===== src/rtl/mux_pkg.sv =====
// Shared definitions for the channel-scanning mux sequencer:
// FSM state encoding, dwell default and a lowest-channel helper.
package mux_pkg;

    typedef enum logic [1:0] {
        IDLE   = 2'd0,
        SETTLE = 2'd1,
        SAMPLE = 2'd2,
        DONE   = 2'd3
    } state_t;

    localparam int DWELL_DEFAULT = 5;
    localparam int CNT_W         = 4;

    // Lowest set bit of a 4-bit channel mask; returns 0 for an empty mask.
    function automatic logic [1:0] lowest_ch(input logic [3:0] m);
        lowest_ch = 2'd0;
        for (int i = 3; i >= 0; i--) begin
            if (m[i]) lowest_ch = 2'(i);
        end
    endfunction

endpackage


===== src/rtl/next_ch_enc.sv =====
// Finds the next set channel strictly above the current one in a 4-bit mask.
module next_ch_enc (
    input  logic [3:0] mask,
    input  logic [1:0] cur,
    output logic [1:0] nxt,
    output logic       found
);

    // Descending scan so the nearest higher channel wins.
    always_comb begin
        nxt   = cur;
        found = 1'b0;
        for (int i = 3; i >= 0; i--) begin
            if (mask[i] && (i > int'(cur))) begin
                nxt   = 2'(i);
                found = 1'b1;
            end
        end
    end

endmodule


===== src/rtl/mux_sel_seq.sv =====
// Scans the channels of a downstream 4:1 mux: per selected channel it waits
// DWELL settle cycles, samples mux_out into its result slot, then advances.
module mux_sel_seq
    import mux_pkg::*;
#(
    parameter int DWELL = DWELL_DEFAULT
) (
    input  logic        clk,
    input  logic        rst,
    input  logic        start,
    input  logic [3:0]  ch_mask,
    input  logic [3:0]  mux_out,
    output logic [1:0]  sel,
    output logic        busy,
    output logic        done,
    output logic [15:0] result,
    output logic [3:0]  res_valid
);

    // Handshake: start is a level request honoured only while in IDLE; done
    // is a single-cycle completion pulse with no acknowledge required.

    state_t           state;
    state_t           state_n;
    logic [CNT_W-1:0] cnt;
    logic [3:0]       mask_q;
    logic [1:0]       nxt_ch;
    logic             nxt_found;

    localparam logic [CNT_W-1:0] CNT_LOAD = CNT_W'(DWELL - 1);

    next_ch_enc u_next_ch (
        .mask  (mask_q),
        .cur   (sel),
        .nxt   (nxt_ch),
        .found (nxt_found)
    );

    always_comb begin
        state_n = state;
        case (state)
            IDLE:    if (start) state_n = (ch_mask != 4'd0) ? SETTLE : DONE;
            SETTLE:  if (cnt == '0) state_n = SAMPLE;
            SAMPLE:  state_n = nxt_found ? SETTLE : DONE;
            DONE:    state_n = IDLE;
            default: state_n = IDLE;
        endcase
    end

    always_ff @(posedge clk) begin
        if (rst) begin
            state     <= IDLE;
            cnt       <= '0;
            mask_q    <= 4'd0;
            sel       <= 2'd0;
            result    <= 16'd0;
            res_valid <= 4'd0;
        end else begin
            state <= state_n;
            case (state)
                IDLE: begin
                    if (start) begin
                        mask_q    <= ch_mask;
                        res_valid <= 4'd0;
                        if (ch_mask != 4'd0) begin
                            sel <= lowest_ch(ch_mask);
                            cnt <= CNT_LOAD;
                        end
                    end
                end
                SETTLE: begin
                    if (cnt != '0) cnt <= cnt - 1'b1;
                end
                SAMPLE: begin
                    result[{sel, 2'b00} +: 4] <= mux_out;
                    res_valid[sel]            <= 1'b1;
                    if (nxt_found) begin
                        sel <= nxt_ch;
                        cnt <= CNT_LOAD;
                    end
                end
                default: ;
            endcase
        end
    end

    assign busy = (state == SETTLE) || (state == SAMPLE);
    assign done = (state == DONE);

endmodule


===== config.mk =====
export PLATFORM = sky130hd
export DESIGN_NAME = mux_sel_seq
export DESIGN_NICKNAME = d
export VERILOG_FILES = /design/src/rtl/mux_pkg.sv /design/src/rtl/next_ch_enc.sv /design/src/rtl/mux_sel_seq.sv
export SDC_FILE = /design/constraint.sdc
export NUM_CORES = 1
export LEC_CHECK = 0
export BUFFER_PORTS_ARGS = -buffer_cell sky130_fd_sc_hd__buf_2
export CAP_MARGIN = 20
export CELL_PAD_IN_SITES_DETAIL_PLACEMENT = 0
export CELL_PAD_IN_SITES_GLOBAL_PLACEMENT = 1
export CORE_MARGIN = 2
export CORE_UTILIZATION = 30
export DETAILED_ROUTE_END_ITERATION = 8
export PLACE_DENSITY = 0.63
export SYNTH_ARGS = -nofsm -noshare
export SYNTH_HDL_FRONTEND = slang
export SYNTH_SLANG_ARGS = --single-unit

===== constraint.sdc =====
create_clock -name clk -period 2.2 [get_ports clk]
set_input_delay 0.11 -clock clk [delete_from_list [all_inputs] [get_ports clk]]
set_output_delay 0.11 -clock clk [all_outputs]
set_load 0.05 [all_outputs]

==> impl_metrics.ini <==
[run_status]
status = finished, final reports clean

[timing]
fmax_mhz = 513
maxSlewViolCount = 0
finalClockSkew_ns = 0.00374
maxSlewHeadroom_pct = 61.3
tightest_slew_ns = 0.581
finalCritPeriodShare_pct = 88.6
hold_viol = 0
rsz0062_at_grt = false
setup_viol = 0
fin_setup_tns_ns = 0
finalCriticalPeriod_ns = 1.95

[synthesis]
yosys_warnings = 0
syn_inst = 168
synth_area_um2 = 1490
synth-seq-cells = 31
seq_area_frac_synth_pct = 41.6
synth_cell_types = 35
syn-num-nets = 192
syn_avg_cell_area_um2 = 8.89

[final_layout]
drive_gt1_share_pct = 24.8
antennaDiodeCount = 0
fillers = 517
fin_area_um2 = 1840
fin_cells = 273
nets = 229
syn_to_final_growth_pct = 23.1

[critical_path]
reg2regPathDepth = 7
timing.rr.end = cnt[1]$_SDFFE_PP0P_
arrival_ns = 2.16
path_class = reg -> reg
reg2reg_from = sel[0]$_SDFFE_PP0P_
cp_data_required_time_ns = 2.41
rrSetupSlack_ns = 0.25
end_kind = register
crit_path_max_fanout = 10
worstSetupStartpointType = register

[clock_tree]
numClockSinks = 31
clock-root-buffer = clkbuf_8
h-tree-depth = 2
holdBufCountCts = 0
clk_latency_ns = 0.28
post_cts_resized = 0
cts_tree = built
clk_path_buf_depth = 2
path_clk_slew_ns = 0.07
cts_setup_buffers = 0
cts_made_buffers = 5

[drt]
antenna_left = 0
wl_per_cell_um = 13.1
wl_met1_mm = 1.58
top_layer = met4
vias = 1319
wl_mm = 3.59
drt_iter0_markers = 47
met3_wirelength_um = 128
drc = 0
dr_wl_met2_mm = 1.84
via_per_inst = 4.83
firstDrtPassIters = 4

[pwr]
finalPower_mw = 2.38
ir_drop_v = 0.000424
p_leak_nw = 0.796
p_per_area_nw_per_um2 = 1290

[worst_hold_path]
holdPathStages = 3
hold_path_class = in -> reg
hp-start = ch_mask[1]
hold_end = mask_q[1]$_SDFFE_PP0P_

[placed_design]
portBuffers = 34
place.gp.congestion = 0.743
dpl_cell_area_um2 = 1720
hpwl_mm = 2.70
dp.cells = 265

[run]
maxCapViolations = 0

[die]
placementRows = 25
die_area_um2 = 5560
die_height_um = 74.5
io_pins = 35
die_x_um = 74.5
initial_core_util_pct = 31.4
core_area_um2 = 4750

[global_routing]
grt_pass1_wl_mm = 5.89
grt_pass1_vias = 1278
grt_max_degree = 32
track_usage_pct = 13.8
grt.overflow.total = 0
grt_antenna_before_repair = 0
## worst max-delay path by stage
stage	endpoint	slack [ns]	from
after floorplan	cnt[1]$_SDFFE_PP0P_	0.18	sel[0]$_SDFFE_PP0P_
after global placement	cnt[1]$_SDFFE_PP0P_	0.33	sel[0]$_SDFFE_PP0P_
after detailed placement	cnt[1]$_SDFFE_PP0P_	0.27	sel[0]$_SDFFE_PP0P_
after CTS	cnt[1]$_SDFFE_PP0P_	0.24	sel[0]$_SDFFE_PP0P_
after global routing	result[1]$_SDFFE_PP0P_	0.12	state[0]$_SDFFE_PP0P_
final	cnt[1]$_SDFFE_PP0P_	0.25	sel[0]$_SDFFE_PP0P_
## cell families after synthesis
family                   synth area share (%)
AND/OR/NAND/NOR                          22.0
AO/OA/AOI/OAI                            20.2
flip-flops                               41.6
buffers and inverters                    4.61
adder cells (fa/ha/maj)                  10.9
multiplexers                            0.671
## state kept, by name (all words and copies together) (netlist names)
register   flops
result        16
cnt            4
res_valid      4
mask_q         3
sel            2
state          2
## per-layer routing
metal  GRT usage [%]  vias to the layer above
met5               0                        -
met3            3.66                        5
met2            24.8                       27
met1            15.8                      620
li1                -                      667
met4            4.76                        0
## power breakdown
group          total, mW  internal [mW]  switching (mW)
registers          0.742          0.653          0.0892
clock network      0.576          0.366           0.210
logic               1.06          0.364           0.693
total               2.38           1.38           0.992
## final cells by class
class / instances / area (um^2) / area share (%)
clock inverters: 2 / 35.0 / 1.91
inverters: 9 / 33.8 / 1.84
repair buffers: 35 / 178 / 9.67
flip-flops and latches: 31 / 622 / 33.8
clock buffers: 6 / 82.6 / 4.49
well taps: 67 / 83.8 / 4.56
multi-input cells: 123 / 803 / 43.7
## worst max-delay path, cell delays in order (launching register included)
cell	delay, ns
dfxtp_2	0.43
inv_1	0.12
ha_1	0.23
or3b_1	0.38
nand4_2	0.15
nand3_2	0.10
or3_1	0.34
a21oi_2	0.13
## cells in the final DEF (no fill, tap or decap), drive strengths merged, types with 2 or more instances in the layout
master   n
o21ai    3
dfxtp   31
buf     35
a311oi   2
inv      9
nand3    8
clkbuf   6
nand2   13
nor2b    3
nor3     5
ha      13
nor2    26
a22oi   16
a211oi   2
a21oi   16
or2b     2
## stage by stage
stage | worst slack [ns] | util (%) | hold WS [ns]
finish | 0.251 | 38.7 | 0.117
global route | 0.117 | 38.7 | 0.127
CTS | 0.241 | 38.7 | 0.100
detailed placement | 0.268 | 36.2 | 0.410
global placement | 0.328 | 36.2 | 0.400
floorplan | 0.185 | - | 0.257
## cell usage after synthesis
cell type,instances,share of area [%]
nor3_1,5,1.7
a41o_1,1,0.67
nand3_2,1,0.67
dlymetal6s2s_1,1,0.84
o21bai_1,1,0.50
ha_1,13,11
a2bb2oi_1,1,0.59
nor2b_4,1,0.92
and3_2,1,0.50
nor2b_1,2,0.84
nor2_1,26,6.5
and4_1,1,0.59
dfxtp_1,31,42
a311oi_1,1,0.59
or2b_1,2,1.0
or3b_1,1,0.59
clkbuf_1,3,0.75
a21oi_1,15,5.0
o41ai_1,1,0.59
a22oi_1,16,8.0
nand2_1,13,3.3
a21oi_2,1,0.59
a211oi_1,2,1.0
or3_1,1,0.42
inv_1,9,2.3
nand4b_1,1,0.59
nand4_2,1,0.84
a311oi_2,1,1.0
mux2i_1,1,0.67
o21ai_0,3,1.0
nand3_1,7,2.3
and4b_1,1,0.67
buf_6,1,0.75
nor4b_1,1,0.59
a21o_2,1,0.59
No activity file was read; power rests on OpenSTA's default activity.
